==> config.mk <==
export PLATFORM = sky130hd
export DESIGN_NAME = imem_loader_flat
export DESIGN_NICKNAME = d
export VERILOG_FILES = /design/src/rtl/imem_loader_if.sv /design/src/rtl/imem_loader.sv /design/src/flat_wrapper.sv
export SDC_FILE = /design/constraint.sdc
export NUM_CORES = 1
export LEC_CHECK = 0
export BUFFER_PORTS_ARGS = -buffer_cell sky130_fd_sc_hd__buf_2
export CAP_MARGIN = 5
export CORE_MARGIN = 2
export CORE_UTILIZATION = 51
export CTS_BUF_LIST = sky130_fd_sc_hd__clkbuf_16
export CTS_CLUSTER_SIZE = 12
export DETAILED_ROUTE_END_ITERATION = 8
export PLACE_DENSITY = 0.75
export SETUP_SLACK_MARGIN = 0.15
export SLEW_MARGIN = 20
export SYNTH_ARGS = -nofsm -noshare
export SYNTH_HDL_FRONTEND = slang
export SYNTH_SLANG_ARGS = --single-unit
==> constraint.sdc <==
create_clock -name clk -period 2.2 [get_ports clk]
set_input_delay 0.22 -clock clk [delete_from_list [all_inputs] [get_ports clk]]
set_output_delay 0.22 -clock clk [all_outputs]
set_load 0.02 [all_outputs]
==> src/rtl/imem_loader_if.sv <==
// Byte-stream handshake and instruction-memory write port of the boot loader.
// The loader is the slave of the byte stream and drives the memory write port.
interface imem_loader_if;
  logic        byte_valid;
  logic [7:0]  byte_data;
  logic        byte_ready;
  logic        mem_we;
  logic [31:0] mem_addr;
  logic [31:0] mem_wdata;

  modport master (
    output byte_valid,
    output byte_data,
    input  byte_ready,
    input  mem_we,
    input  mem_addr,
    input  mem_wdata
  );

  modport slave (
    input  byte_valid,
    input  byte_data,
    output byte_ready,
    output mem_we,
    output mem_addr,
    output mem_wdata
  );
endinterface

==> src/rtl/imem_loader.sv <==
// Boot-time instruction-memory loader: receives a counted, XOR-checksummed byte image,
// writes big-endian words from address 0 and holds the core in reset until verified.
module imem_loader #(
  parameter int unsigned MAX_WORDS = 256
) (
  input  logic         clk,
  input  logic         reset,
  input  logic         start,
  imem_loader_if.slave bus,
  output logic         cpu_reset,
  output logic         busy,
  output logic         done,
  output logic         error
);

  localparam logic [15:0] MaxCount = 16'(MAX_WORDS);

  typedef enum logic [2:0] {
    StIdle, StHdrHi, StHdrLo, StData, StCheck, StDone, StError
  } state_e;

  state_e      state_q, state_d;
  logic [15:0] count_q;
  logic [15:0] word_idx_q;
  logic [1:0]  byte_idx_q;
  logic [23:0] asm_q;
  logic [7:0]  xor_q;

  logic        byte_ready_q;
  logic        mem_we_q;
  logic [31:0] mem_addr_q;
  logic [31:0] mem_wdata_q;
  logic        cpu_reset_q;
  logic        busy_q;
  logic        done_q;
  logic        error_q;

  logic        accept;
  logic [15:0] count_full;
  logic [15:0] word_idx_inc;

  assign accept       = bus.byte_valid && byte_ready_q;
  assign count_full   = {count_q[15:8], bus.byte_data};
  assign word_idx_inc = word_idx_q + 16'd1;

  always_comb begin
    state_d = state_q;
    case (state_q)
      StIdle, StDone, StError: if (start) state_d = StHdrHi;
      StHdrHi: if (accept) state_d = StHdrLo;
      StHdrLo: begin
        if (accept) begin
          if (count_full > MaxCount)   state_d = StError;
          else if (count_full == '0)   state_d = StCheck;
          else                         state_d = StData;
        end
      end
      StData: begin
        if (accept && byte_idx_q == 2'd3 && word_idx_inc == count_q) state_d = StCheck;
      end
      StCheck: begin
        if (accept) state_d = (bus.byte_data == xor_q) ? StDone : StError;
      end
      default: state_d = StIdle;
    endcase
  end

  always_ff @(posedge clk) begin
    if (reset) begin
      state_q      <= StIdle;
      count_q      <= '0;
      word_idx_q   <= '0;
      byte_idx_q   <= '0;
      asm_q        <= '0;
      xor_q        <= '0;
      byte_ready_q <= 1'b0;
      mem_we_q     <= 1'b0;
      mem_addr_q   <= '0;
      mem_wdata_q  <= '0;
      cpu_reset_q  <= 1'b1;
      busy_q       <= 1'b0;
      done_q       <= 1'b0;
      error_q      <= 1'b0;
    end else begin
      state_q  <= state_d;
      mem_we_q <= 1'b0;

      // Status outputs are a registered decode of the next state.
      byte_ready_q <= state_d inside {StHdrHi, StHdrLo, StData, StCheck};
      busy_q       <= state_d inside {StHdrHi, StHdrLo, StData, StCheck};
      done_q       <= (state_d == StDone);
      error_q      <= (state_d == StError);
      cpu_reset_q  <= (state_d != StDone);

      case (state_q)
        StIdle, StDone, StError: begin
          if (start) begin
            word_idx_q <= '0;
            byte_idx_q <= '0;
            xor_q      <= '0;
          end
        end
        StHdrHi: begin
          if (accept) begin
            count_q[15:8] <= bus.byte_data;
            xor_q         <= xor_q ^ bus.byte_data;
          end
        end
        StHdrLo: begin
          if (accept) begin
            count_q[7:0] <= bus.byte_data;
            xor_q        <= xor_q ^ bus.byte_data;
          end
        end
        StData: begin
          if (accept) begin
            xor_q      <= xor_q ^ bus.byte_data;
            byte_idx_q <= byte_idx_q + 2'd1;
            if (byte_idx_q == 2'd3) begin
              mem_we_q    <= 1'b1;
              mem_addr_q  <= {14'd0, word_idx_q, 2'b00};
              mem_wdata_q <= {asm_q, bus.byte_data};
              word_idx_q  <= word_idx_inc;
            end else begin
              asm_q <= {asm_q[15:0], bus.byte_data};
            end
          end
        end
        default: ;
      endcase
    end
  end

  assign bus.byte_ready = byte_ready_q;
  assign bus.mem_we     = mem_we_q;
  assign bus.mem_addr   = mem_addr_q;
  assign bus.mem_wdata  = mem_wdata_q;
  assign cpu_reset      = cpu_reset_q;
  assign busy           = busy_q;
  assign done           = done_q;
  assign error          = error_q;

endmodule

==> src/flat_wrapper.sv <==
// flat-port wrapper written by rule: the top's interface ports become plain ports
module imem_loader_flat 
#(
  parameter int unsigned MAX_WORDS = 256
)
  (clk, reset, start, cpu_reset, busy, done, error, bus_byte_valid, bus_byte_data, bus_byte_ready, bus_mem_we, bus_mem_addr, bus_mem_wdata);
  imem_loader_if bus_i ();
  input  logic clk;
  input  logic reset;
  input  logic start;
  output logic cpu_reset;
  output logic busy;
  output logic done;
  output logic error;
  input wire logic [$bits(bus_i.byte_valid)-1:0] bus_byte_valid;
  input wire logic [$bits(bus_i.byte_data)-1:0] bus_byte_data;
  output wire logic [$bits(bus_i.byte_ready)-1:0] bus_byte_ready;
  output wire logic [$bits(bus_i.mem_we)-1:0] bus_mem_we;
  output wire logic [$bits(bus_i.mem_addr)-1:0] bus_mem_addr;
  output wire logic [$bits(bus_i.mem_wdata)-1:0] bus_mem_wdata;
  assign bus_i.byte_valid = bus_byte_valid;
  assign bus_i.byte_data = bus_byte_data;
  assign bus_byte_ready = bus_i.byte_ready;
  assign bus_mem_we = bus_i.mem_we;
  assign bus_mem_addr = bus_i.mem_addr;
  assign bus_mem_wdata = bus_i.mem_wdata;
  imem_loader #(.MAX_WORDS(MAX_WORDS)) u_core (.clk(clk), .reset(reset), .start(start), .bus(bus_i), .cpu_reset(cpu_reset), .busy(busy), .done(done), .error(error));
endmodule
==> results of run 1 <==
==> final timing paths <==
check / startpoint / to / depth (start not counted)
worst max-delay path: u_core.count_q[12] / u_core.bus.byte_ready / 6
worst min-delay path: bus_byte_data[4] / u_core.count_q[12] / 3
worst min register to register: u_core.bus.mem_addr[10] / u_core.bus.mem_addr[10] / 2
worst max register to register: u_core.count_q[12] / u_core.bus.byte_ready / 6
==> power by group through the flow <==
stage | sequential (uW) | clock, uW | combinational, uW
CTS | 2240 | 2670 | 306
global placement | 2290 | 0 | 283
floorplan | 2290 | 0 | 217
finish | 2240 | 2640 | 329
global route | 2240 | 2780 | 357
detailed placement | 2290 | 0 | 292
==> critical path: cells and delay by family (launching register included) <==
| kind | cells | cell delay, ns |
|---|---|---|
| simple gates | 5 | 1.57 |
| flops | 1 | 0.32 |
| compound gates | 1 | 0.30 |
==> synthesized netlist by cell type (6+ instances only) <==
library cell  instances  share of area
xor2_1                6         0.0096
a21oi_1             114           0.10
xnor2_1              19          0.030
buf_4                17          0.023
or3_1                 8         0.0091
dfxtp_1             122           0.44
nand2_1             178           0.12
a31oi_1               6         0.0068
clkbuf_1             45          0.031
nand3b_1             11          0.015
inv_1                 9         0.0061
buf_2                11          0.010
nand3_1              15          0.014
nor2_1               34          0.023
mux2i_1              11          0.020
nor3_1               10         0.0091
o21ai_0              32          0.029
==> cells by family after synthesis <==
group	Yosys count
AND/OR/NAND/NOR	291
AO/OA/AOI/OAI	176
other	1
flip-flops	122
buffers and inverters	84
XOR/XNOR	25
adder cells (fa/ha/maj)	2
multiplexers	12
==> state kept, by name, indices dropped and copies added, names as in the netlist, 2 cells and up <==
register	flops
u_core.asm_q	24
u_core.bus.mem_addr	16
u_core.bus.mem_wdata	32
u_core.byte_idx_q	2
u_core.count_q	16
u_core.state_q	3
u_core.word_idx_q	16
u_core.xor_q	8
==> cell type report <==
type	instances	area (sq um)	share of cell area
Multi-Input combinational cell	522	2950	0.418
Tap cell	136	170	0.0241
Clock buffer	17	425	0.0603
Sequential cell	122	2460	0.348
Clock inverter	15	140	0.0199
Timing Repair Buffer	132	880	0.125
Inverter	9	36.3	0.00514
==> what timing repair did <==
action | CTS | global route
buffers inserted | 1 | 5
endpoints found under the setup margin | 5 | 12
endpoints found under the hold margin | 0 | 0
cloned | 0 | 0
pin swaps | 8 | 4
resized for setup | 17 | 27
==> metrics by stage <==
step,instances,area [sq um],setup slack (ns)
CTS,948,6900,-0.0716
detailed placement,915,6260,-0.124
global placement,915,6260,-0.0156
floorplan,728,5620,-0.0368
finish,953,7060,-0.129
global route,953,7060,-0.188
==> routing by layer <==
layer  part of all wire  GRT usage  vias up  wire length [um]
met5                  0          0        -                 0
li1                   -          -     2574                 -
met4              0.014     0.0952        0               208
met1               0.43      0.341     2521              6520
met3              0.060     0.0551       23               910
met2               0.49      0.421      210              7440
==> parameters.txt, run 1 <==
Parameter                              Value

STA
  RSZ-0062 raised after global routing    yes
  Final Max Slew Viols    0
  Max frequency    429 MHz
  Slew at the pin closest to its max-slew limit    0.797 ns
  Min cycle time layout    2.33 ns
  Setup total negative slack    -0.657 ns
  Final setup viols    7
  Largest clock skew in the final design    0.00798 ns
  Ratio of final minimum period to clock period    1.06
  PnR worst setup slack    -0.129 ns
  Relative slew slack    0.469
  Count of final hold-check violations    0
  Hold Slack    0.137 ns

Yosys
  Post-synthesis share of cell area spent on and, or, nand and nor gates    0.241
  Seq/Total Area, Yosys    0.444
  Post-synthesis share of cell area spent on xor and xnor gates    0.0398
  Count of synthesis-stage warnings from yosys    0
  Fraction of synthesis flops using an asynchronous set or reset pin    0
  Number of flops mapped to enable cells by yosys    0
  Post-Synthesis Cells    713
  Combinational family with the most area after synthesis    simple AND/OR/NAND/NOR gates
  Mux cell area share after synthesis    0.0221
  Synth Area per Inst    7.72 sq um
  Post-synth design cell area    5500 sq um
  Complex-gate fraction of the synthesized area    0.177
  Count of different cell masters after synthesis    55
  Count of state elements after synthesis    122
  Adder-cell share of the synthesized area    0.00455
  Primary flip-flop cell chosen by synthesis mapping    dfxtp_1

Route
  Average detailed-routed wire length per instance    15.8 um
  First drt pass iteration count    6
  DRC errors left    0
  First DRT Iteration DRCs    415
  Total Routed Length    15,100 um
  Vias post-DR    5,328
  Average vias per placed instance    5.59
  Antenna viol nets, final    0

Global route
  Via count of the first global-routing pass    4,950
  Wire length of the first global-routing pass    23,900 um
  Antenna violations before repair    0
  Largest net degree at the start of global routing    75
  GRT Resource Usage Total    0.260
  Gr ovfl total    0

Floorplan
  Die span in y    108 um
  I/O pin cnt    82
  Row cnt    37
  Starting Density    0.528
  Horiz. Die Dim    108 um
  CORE AREA    10,400 sq um
  Die area    11,600 sq um

Pwr
  Total power consumption of the routed design    5220 uW
  Part of the total power dissipated in the clock network    0.507
  Net load switching power    1300 uW
  Pwr Density    739 nW/um^2
  Internal    3920 uW
  Leakage power figure    0.00272 uW
  Worst supply voltage drop on vdd    0.465 mV
  Sequential power share    0.430
  Share of total power in combinational logic    0.063
  Switching power as a share of total power    0.249

Cells and area
  Final Net Count    818
  Most used cells in the layout excluding fill and tap cells    nand2_1 (177), dfxtp_1 (113), a21oi_1 (111)
  Most common library cell in the layout ignoring fill and taps    nand2_1
  Fraction of final layout cells sized beyond drive strength 1    0.258
  Antenna Diode Count    0
  Fillcell total    856
  Post-Route Utilization    0.677
  Growth of design area from synthesis to finish    28.2%

Worst setup path
  CP Launch Type    flip-flop
  Critical path arrival    2.59 ns
  Maximum net fanout on the critical path    2
  Slowest CP cell    or4_1
  Req. time, crit path    2.46 ns
  CP cell instances    or4_1 > or4_4 > or3_4 > a221oi_4 > and4_1 > nor3_2
  Minimum setup slack among reg-to-reg paths    -0.13 ns
  Endpoint type of the worst setup path    flip-flop
  Crit Path Category    flip-flop to flip-flop
  Highest cell delay on the worst timing path    0.51 ns

Clocking
  Buffers from clock root to sink, at most    2
  TritonCTS clock tree    built
  Clock slew at reported path FFs    0.06 ns
  Sinks on the clock net    122
  CTS Hold Buffers Added    0
  Clock network latency to the later pin of the worst-skew pair    0.40 ns
  Root Buffer    clkbuf_16
  Number of levels in the clock H-tree    4
  Number of clock buffers inserted by TritonCTS    17

Job
  Count of max-cap constraint violations    0

Placed design
  Port Buffer Count    65
  Placer's final routability congestion estimate    0.884
  Detailed placer's ending HPWL    9870 um

Status
  Result of the run    finished with violations
  Violations in the final reports    negative setup slack

Worst hold path
  Worst hold-check path type    input pin to flip-flop
No activity file was read; power rests on OpenSTA's default activity.
==> run 2, diff against run 1 <==
Settings changed: CORE_UTILIZATION 51 to 55, PLACE_DENSITY 0.75 to 0.77.
Clock period 2.2 ns to 2.8 ns, I/O delays scaled along.
==> run 2 against run 1 <==
Net effect: first-iteration DRC count down 23%; hold slack better by 0.051 ns; clock-buffer cell count unchanged; largest cell class unchanged; the run now ends clean; critical path depth unchanged; non-clock buffer count down 50.
==> parameters.txt, run 2 (same netlist as run 1, synthesis figures left out) <==
Parameter                              Value

Clocking
  Number of levels in the clock H-tree    4 (unchanged)
  TritonCTS clock tree    built (unchanged)
  Number of instances resized during post-cts repair    0 (was 17)
  Root Buffer    clkbuf_16 (unchanged)
  Sinks on the clock net    122 (unchanged)
  CTS Hold Buffers Added    0 (unchanged)
  Number of clock buffers inserted by TritonCTS    17 (unchanged)
  Clock network latency to the later pin of the worst-skew pair    0.42 ns (was 0.40 ns)
  Clock slew at reported path FFs    0.06 ns (about the same)
  Post-CTS setup-driven buffer insertion count    0 (was 1)
  Buffers from clock root to sink, at most    2 (unchanged)

Floorplan
  I/O pin cnt    82 (unchanged)
  Starting Density    0.565 (was 0.528)
  Die span in y    104 um (was 108 um)
  Row cnt    36 (was 37)
  Die area    10,800 sq um (was 11,600 sq um)
  Horiz. Die Dim    104 um (was 108 um)
  CORE AREA    9730 sq um (was 10,400 sq um)

STA
  RSZ-0062 raised after global routing    no (was yes)
  Setup total negative slack    0 ns (was -0.657 ns)
  Final setup viols    0 (was 7)
  Relative slew slack    0.340 (was 0.469)
  Slew at the pin closest to its max-slew limit    0.989 ns (was 0.797 ns)
  Largest clock skew in the final design    0.0138 ns (was 0.00798 ns)
  Ratio of final minimum period to clock period    0.921 (was 1.06)
  Count of final hold-check violations    0 (unchanged)
  Min cycle time layout    2.58 ns (was 2.33 ns)
  Max frequency    388 MHz (was 429 MHz)
  Final Max Slew Viols    0 (unchanged)

Status
  Result of the run    finished clean (was finished with violations)

Global route
  Antenna violations before repair    0 (unchanged)
  Largest net degree at the start of global routing    99 (was 75)
  Via count of the first global-routing pass    4,646 (was 4,950)
  GRT Resource Usage Total    0.258 (was 0.260)
  Wire length of the first global-routing pass    22,800 um (was 23,900 um)
  Gr ovfl total    0 (unchanged)

Route
  Vias post-DR    5,165 (was 5,328)
  Total Routed Length    13,900 um (was 15,100 um)
  DRC errors left    0 (unchanged)
  First DRT Iteration DRCs    319 (was 415)
  Antenna viol nets, final    0 (unchanged)
  Average detailed-routed wire length per instance    15.5 um (was 15.8 um)
  Average vias per placed instance    5.74 (was 5.59)
  First drt pass iteration count    5 (was 6)

Cells and area
  Most used cells in the layout excluding fill and tap cells    nand2_1 (178), dfxtp_1 (119), a21oi_1 (114) (was nand2_1 (177), dfxtp_1 (113), a21oi_1 (111))
  Flip-flop count of the largest register, all copies and words added    32 (unchanged)
  Fillcell total    848 (was 856)
  Most common library cell in the layout ignoring fill and taps    nand2_1 (unchanged)
  Final Net Count    768 (was 818)
  Antenna Diode Count    0 (unchanged)
  Growth of design area from synthesis to finish    18.0% (was 28.2%)
  Post-Route Utilization    0.667 (was 0.677)
  Fraction of final layout cells sized beyond drive strength 1    0.164 (was 0.258)

Worst setup path
  Req. time, crit path    3.05 ns (was 2.46 ns)
  Crit Path Category    flip-flop to flip-flop (unchanged)
  Endpoint type of the worst setup path    flip-flop (unchanged)
  Critical path arrival    2.83 ns (was 2.59 ns)
  CP Launch Type    flip-flop (unchanged)
  Maximum net fanout on the critical path    5 (was 2)

Pwr
  Sequential power share    0.411 (was 0.430)
  Pwr Density    661 nW/um^2 (was 739 nW/um^2)
  Internal    3300 uW (was 3920 uW)
  Part of the total power dissipated in the clock network    0.540 (was 0.507)
  Share of total power in combinational logic    0.049 (was 0.063)
  Worst supply voltage drop on vdd    0.423 mV (was 0.465 mV)
  Net load switching power    991 uW (was 1300 uW)
  Switching power as a share of total power    0.231 (was 0.249)
  Leakage power figure    0.00242 uW (was 0.00272 uW)

Placed design
  Placer's final routability congestion estimate    0.927 (was 0.884)
  Detailed placer's ending HPWL    8850 um (was 9870 um)
  Port Buffer Count    65 (unchanged)

Job
  Count of max-cap constraint violations    0 (unchanged)

Worst hold path
  Worst hold-check path type    input pin to flip-flop (unchanged)
==> run 2: changes by cell type in the layout (fill, tap and decap cells not counted), moves of 3 or more <==
cell | previous run | this run
buf_6 | 3 | 0
nand3_1 | 12 | 15
nor3_1 | 4 | 7
dfxtp_1 | 113 | 119
buf_4 | 62 | 17
dfxtp_2 | 8 | 3
a21oi_1 | 111 | 114
bufinv_16 | 1 | 4
inv_1 | 8 | 11
==> run 2: power groups by stage <==
stage	registers, uW	clock network, uW	logic, uW
2_1_floorplan	1800	0	170
3_3_place_gp	1800	0	197
3_5_place_dp	1800	0	204
4_1_cts	1760	2330	206
5_1_grt	1770	2410	226
6_report	1770	2320	209
==> run 2: layer usage <==
metal	global-route usage	vias up	wire, um
li1	-	2488	-
met4	0.101	0	234
met3	0.0695	26	1000
met5	0	-	0
met1	0.341	2444	6280
met2	0.402	207	6400
==> run 2: worst paths after layout <==
kind                                          endpoint  cells after the start  slack [ns]                   start
worst max-delay path             u_core.bus.byte_ready                      6        0.22      u_core.count_q[13]
worst min-delay path                   u_core.asm_q[3]                      3        0.19        bus_byte_data[3]
worst min register to register  u_core.bus.mem_addr[6]                      2        0.45  u_core.bus.mem_addr[6]
worst max register to register   u_core.bus.byte_ready                      6        0.22      u_core.count_q[13]
==> run 2: worst max-delay path, stage by stage, from the launching register on <==
cell and delay, ns:
dfxtp_1 0.35, or4_1 0.53, or4_1 0.44, or3_1 0.38, a221oi_2 0.41, and4_1 0.26, nor3_1 0.05
==> run 2: area by class of cell <==
type	instances	area [sq um]	area share
Clock buffer	17	425	0.0655
Multi-Input combinational cell	522	2750	0.424
Tap cell	133	166	0.0256
Inverter	9	33.8	0.00521
Timing Repair Buffer	82	468	0.0721
Sequential cell	122	2450	0.377
Clock inverter	15	199	0.0307
==> run 2: metrics by stage <==
stage          power (uW)  setup WS (ns)  hold WS [ns]  instances  instance area (sq um)
2_1_floorplan        1970          0.422         0.404        728                   5560
3_3_place_gp         2000          0.369         0.439        868                   5850
3_5_place_dp         2010          0.312         0.443        868                   5850
4_1_cts              4300          0.250         0.181        900                   6470
5_1_grt              4410          0.144         0.207        900                   6490
6_report             4290          0.221         0.189        900                   6490
==> run 3, diff against run 2 <==
Settings changed: CORE_UTILIZATION 55 to 30, PLACE_DENSITY 0.77 to default.
==> run 3 against run 2 <==
Net effect: clock-buffer cell count stayed put; first-iteration DRC count is 9.4% higher; sequential power hardly changed; clock power barely moved; routed wire length grew 3.0%; sequential share of layout area fell by 0.92 points; hold slack improved by 0.011 ns; critical path type unchanged; largest cell class unchanged; power down 0.30%; critical path depth is the same; clock skew shrank 0.0054 ns; cell area rose by 2.3%; combinational power about the same.
==> parameters.txt, run 3 (same netlist as run 1, synthesis figures left out) <==
Parameter                              Value

Worst setup path
  Reg2reg path depth    6 (unchanged)
  Top delay family on crit path    simple AND/OR/NAND/NOR gates (unchanged)
  FF-to-FF End    u_core.bus.byte_ready (unchanged)
  Slowest CP cell    or4_1 (unchanged)
  Worst setup path endpoint    u_core.bus.byte_ready (unchanged)
  Minimum setup slack among reg-to-reg paths    0.29 ns (was 0.22 ns)
  Crit Path Category    flip-flop to flip-flop (unchanged)
  Endpoint type of the worst setup path    flip-flop (unchanged)
  Critical Path Source    u_core.count_q[12] (was u_core.count_q[13])
  CP Launch Type    flip-flop (unchanged)
  Maximum net fanout on the critical path    5 (unchanged)
  Req. time, crit path    3.06 ns (was 3.05 ns)
  Most frequent cell on the critical path    or4_1 (unchanged)
  Critical path depth    6 (unchanged)
  Highest cell delay on the worst timing path    0.53 ns (about the same)
  CP cell instances    or4_1 > or4_1 > or3_1 > a221oi_2 > and4_1 > nor3_1 (unchanged)
  Critical path arrival    2.77 ns (was 2.83 ns)
  CP Buf/Inv Count    0 (unchanged)
  Reg2reg start    u_core.count_q[12] (was u_core.count_q[13])

Clocking
  Post-CTS setup-driven buffer insertion count    0 (unchanged)
  Root Buffer    clkbuf_16 (unchanged)
  CTS Hold Buffers Added    0 (unchanged)
  Sinks on the clock net    122 (unchanged)
  TritonCTS clock tree    built (unchanged)
  Number of clock buffers inserted by TritonCTS    17 (unchanged)
  Number of instances resized during post-cts repair    0 (unchanged)
  Number of levels in the clock H-tree    4 (unchanged)
  Buffers from clock root to sink, at most    2 (unchanged)
  Clock network latency to the later pin of the worst-skew pair    0.42 ns (about the same)
  Clock slew at reported path FFs    0.06 ns (about the same)

Pwr
  Share of total power in combinational logic    0.048 (was 0.049)
  Leakage power figure    0.00245 uW (was 0.00242 uW)
  Pwr Density    644 nW/um^2 (was 661 nW/um^2)
  Internal    3300 uW (about the same)
  Worst supply voltage drop on vdd    0.548 mV (was 0.423 mV)
  Part of the total power dissipated in the clock network    0.539 (was 0.540)
  Net load switching power    981 uW (was 991 uW)
  Sequential power share    0.413 (was 0.411)
  Switching power as a share of total power    0.229 (was 0.231)

Placed design
  Placer's final routability congestion estimate    0.826 (was 0.927)
  Cell area after placement    6020 sq um (was 5850 sq um)
  Detailed placer's ending HPWL    9560 um (was 8850 um)
  Port Buffer Count    65 (unchanged)

STA
  RSZ-0062 raised after global routing    no (unchanged)
  Largest clock skew in the final design    0.00838 ns (was 0.0138 ns)
  Setup total negative slack    0 ns (unchanged)
  Ratio of final minimum period to clock period    0.896 (was 0.921)
  Slew at the pin closest to its max-slew limit    0.865 ns (was 0.989 ns)
  Max frequency    398 MHz (was 388 MHz)
  Final setup viols    0 (unchanged)
  Count of final hold-check violations    0 (unchanged)
  Final Max Slew Viols    0 (unchanged)
  Relative slew slack    0.423 (was 0.340)
  Min cycle time layout    2.51 ns (was 2.58 ns)

Floorplan
  Die span in y    139 um (was 104 um)
  CORE AREA    18,000 sq um (was 9730 sq um)
  Die area    19,400 sq um (was 10,800 sq um)
  Starting Density    0.306 (was 0.565)
  I/O pin cnt    82 (unchanged)
  Row cnt    49 (was 36)
  Horiz. Die Dim    139 um (was 104 um)

Cells and area
  Post-route design area    6640 sq um (was 6490 sq um)
  Fraction of final layout cells sized beyond drive strength 1    0.164 (about the same)
  Final Net Count    775 (was 768)
  Flip-flop count of the largest register, all copies and words added    32 (unchanged)
  Antenna Diode Count    0 (unchanged)
  Growth of design area from synthesis to finish    20.7% (was 18.0%)
  Most common library cell in the layout ignoring fill and taps    nand2_1 (unchanged)
  Most used cells in the layout excluding fill and tap cells    nand2_1 (178), dfxtp_1 (122), a21oi_1 (114) (was nand2_1 (178), dfxtp_1 (119), a21oi_1 (114))

Route
  Average detailed-routed wire length per instance    14.3 um (was 15.5 um)
  Average vias per placed instance    4.91 (was 5.74)
  First drt pass iteration count    5 (unchanged)
  Total Routed Length    14,300 um (was 13,900 um)
  DRC errors left    0 (unchanged)
  First DRT Iteration DRCs    349 (was 319)
  Antenna viol nets, final    0 (unchanged)
  Vias post-DR    4,929 (was 5,165)

Global route
  Via count of the first global-routing pass    4,459 (was 4,646)
  Antenna violations before repair    0 (unchanged)
  Wire length of the first global-routing pass    23,200 um (was 22,800 um)
  Gr ovfl total    0 (unchanged)
  Largest net degree at the start of global routing    83 (was 99)
  GRT Resource Usage Total    0.148 (was 0.258)

Worst hold path
  Worst hold-check path type    input pin to flip-flop (unchanged)

Job
  Count of max-cap constraint violations    0 (unchanged)

Status
  Result of the run    finished clean (unchanged)
[run 3: area by class of cell]
type	count	area [sq um]
fillers	1892	11300
multi-input cells	522	2740
clock buffers	17	425
flip-flops and latches	122	2440
repair buffers	89	520
well taps	229	287
clock inverters	15	198
inverters	9	33.8
[run 3: routing by layer]
layer	track usage	wire (um)
met5	0	0
met3	0.0399	687
met1	0.196	6830
met4	0.0516	187
met2	0.234	6620
[run 3: metrics by stage]
| step | setup WS, ns | utilization | std cells | total power [uW] | hold WS (ns) |
|---|---|---|---|---|---|
| 2_1_floorplan | 0.422 | - | 728 | 1970 | 0.404 |
| 5_1_grt | 0.152 | 0.370 | 1003 | 4420 | 0.197 |
| 3_3_place_gp | 0.346 | 0.335 | 971 | 2010 | 0.439 |
| 4_1_cts | 0.294 | 0.370 | 1003 | 4320 | 0.176 |
| 6_report | 0.290 | 0.370 | 1003 | 4280 | 0.200 |
| 3_5_place_dp | 0.323 | 0.335 | 971 | 2010 | 0.445 |
[run 3: power groups by stage]
stage,clock network (uW),logic (uW),registers [uW]
global route,2430,230,1770
CTS,2350,206,1770
floorplan,0,170,1800
finish,2310,206,1770
global placement,0,207,1800
detailed placement,0,206,1800
[run 3: how the worst min path moves through the flow]
stage	start	to	slack (ns)	cells after the start
after floorplan	reset	u_core.cpu_reset	0.40	1
after global placement	u_core.xor_q[1]	u_core.xor_q[1]	0.44	2
after detailed placement	u_core.xor_q[4]	u_core.xor_q[4]	0.44	2
after CTS	bus_byte_data[2]	u_core.count_q[10]	0.18	3
after global routing	bus_byte_data[2]	u_core.bus.mem_wdata[2]	0.20	3
final	bus_byte_data[0]	u_core.count_q[8]	0.20	3
[run 3: worst register-to-register path, cell delays in order (launching register included)]
cell and delay [ns]:
dfxtp_1 0.34, or4_1 0.53, or4_1 0.45, or3_1 0.38
a221oi_2 0.37, and4_1 0.24, nor3_1 0.05
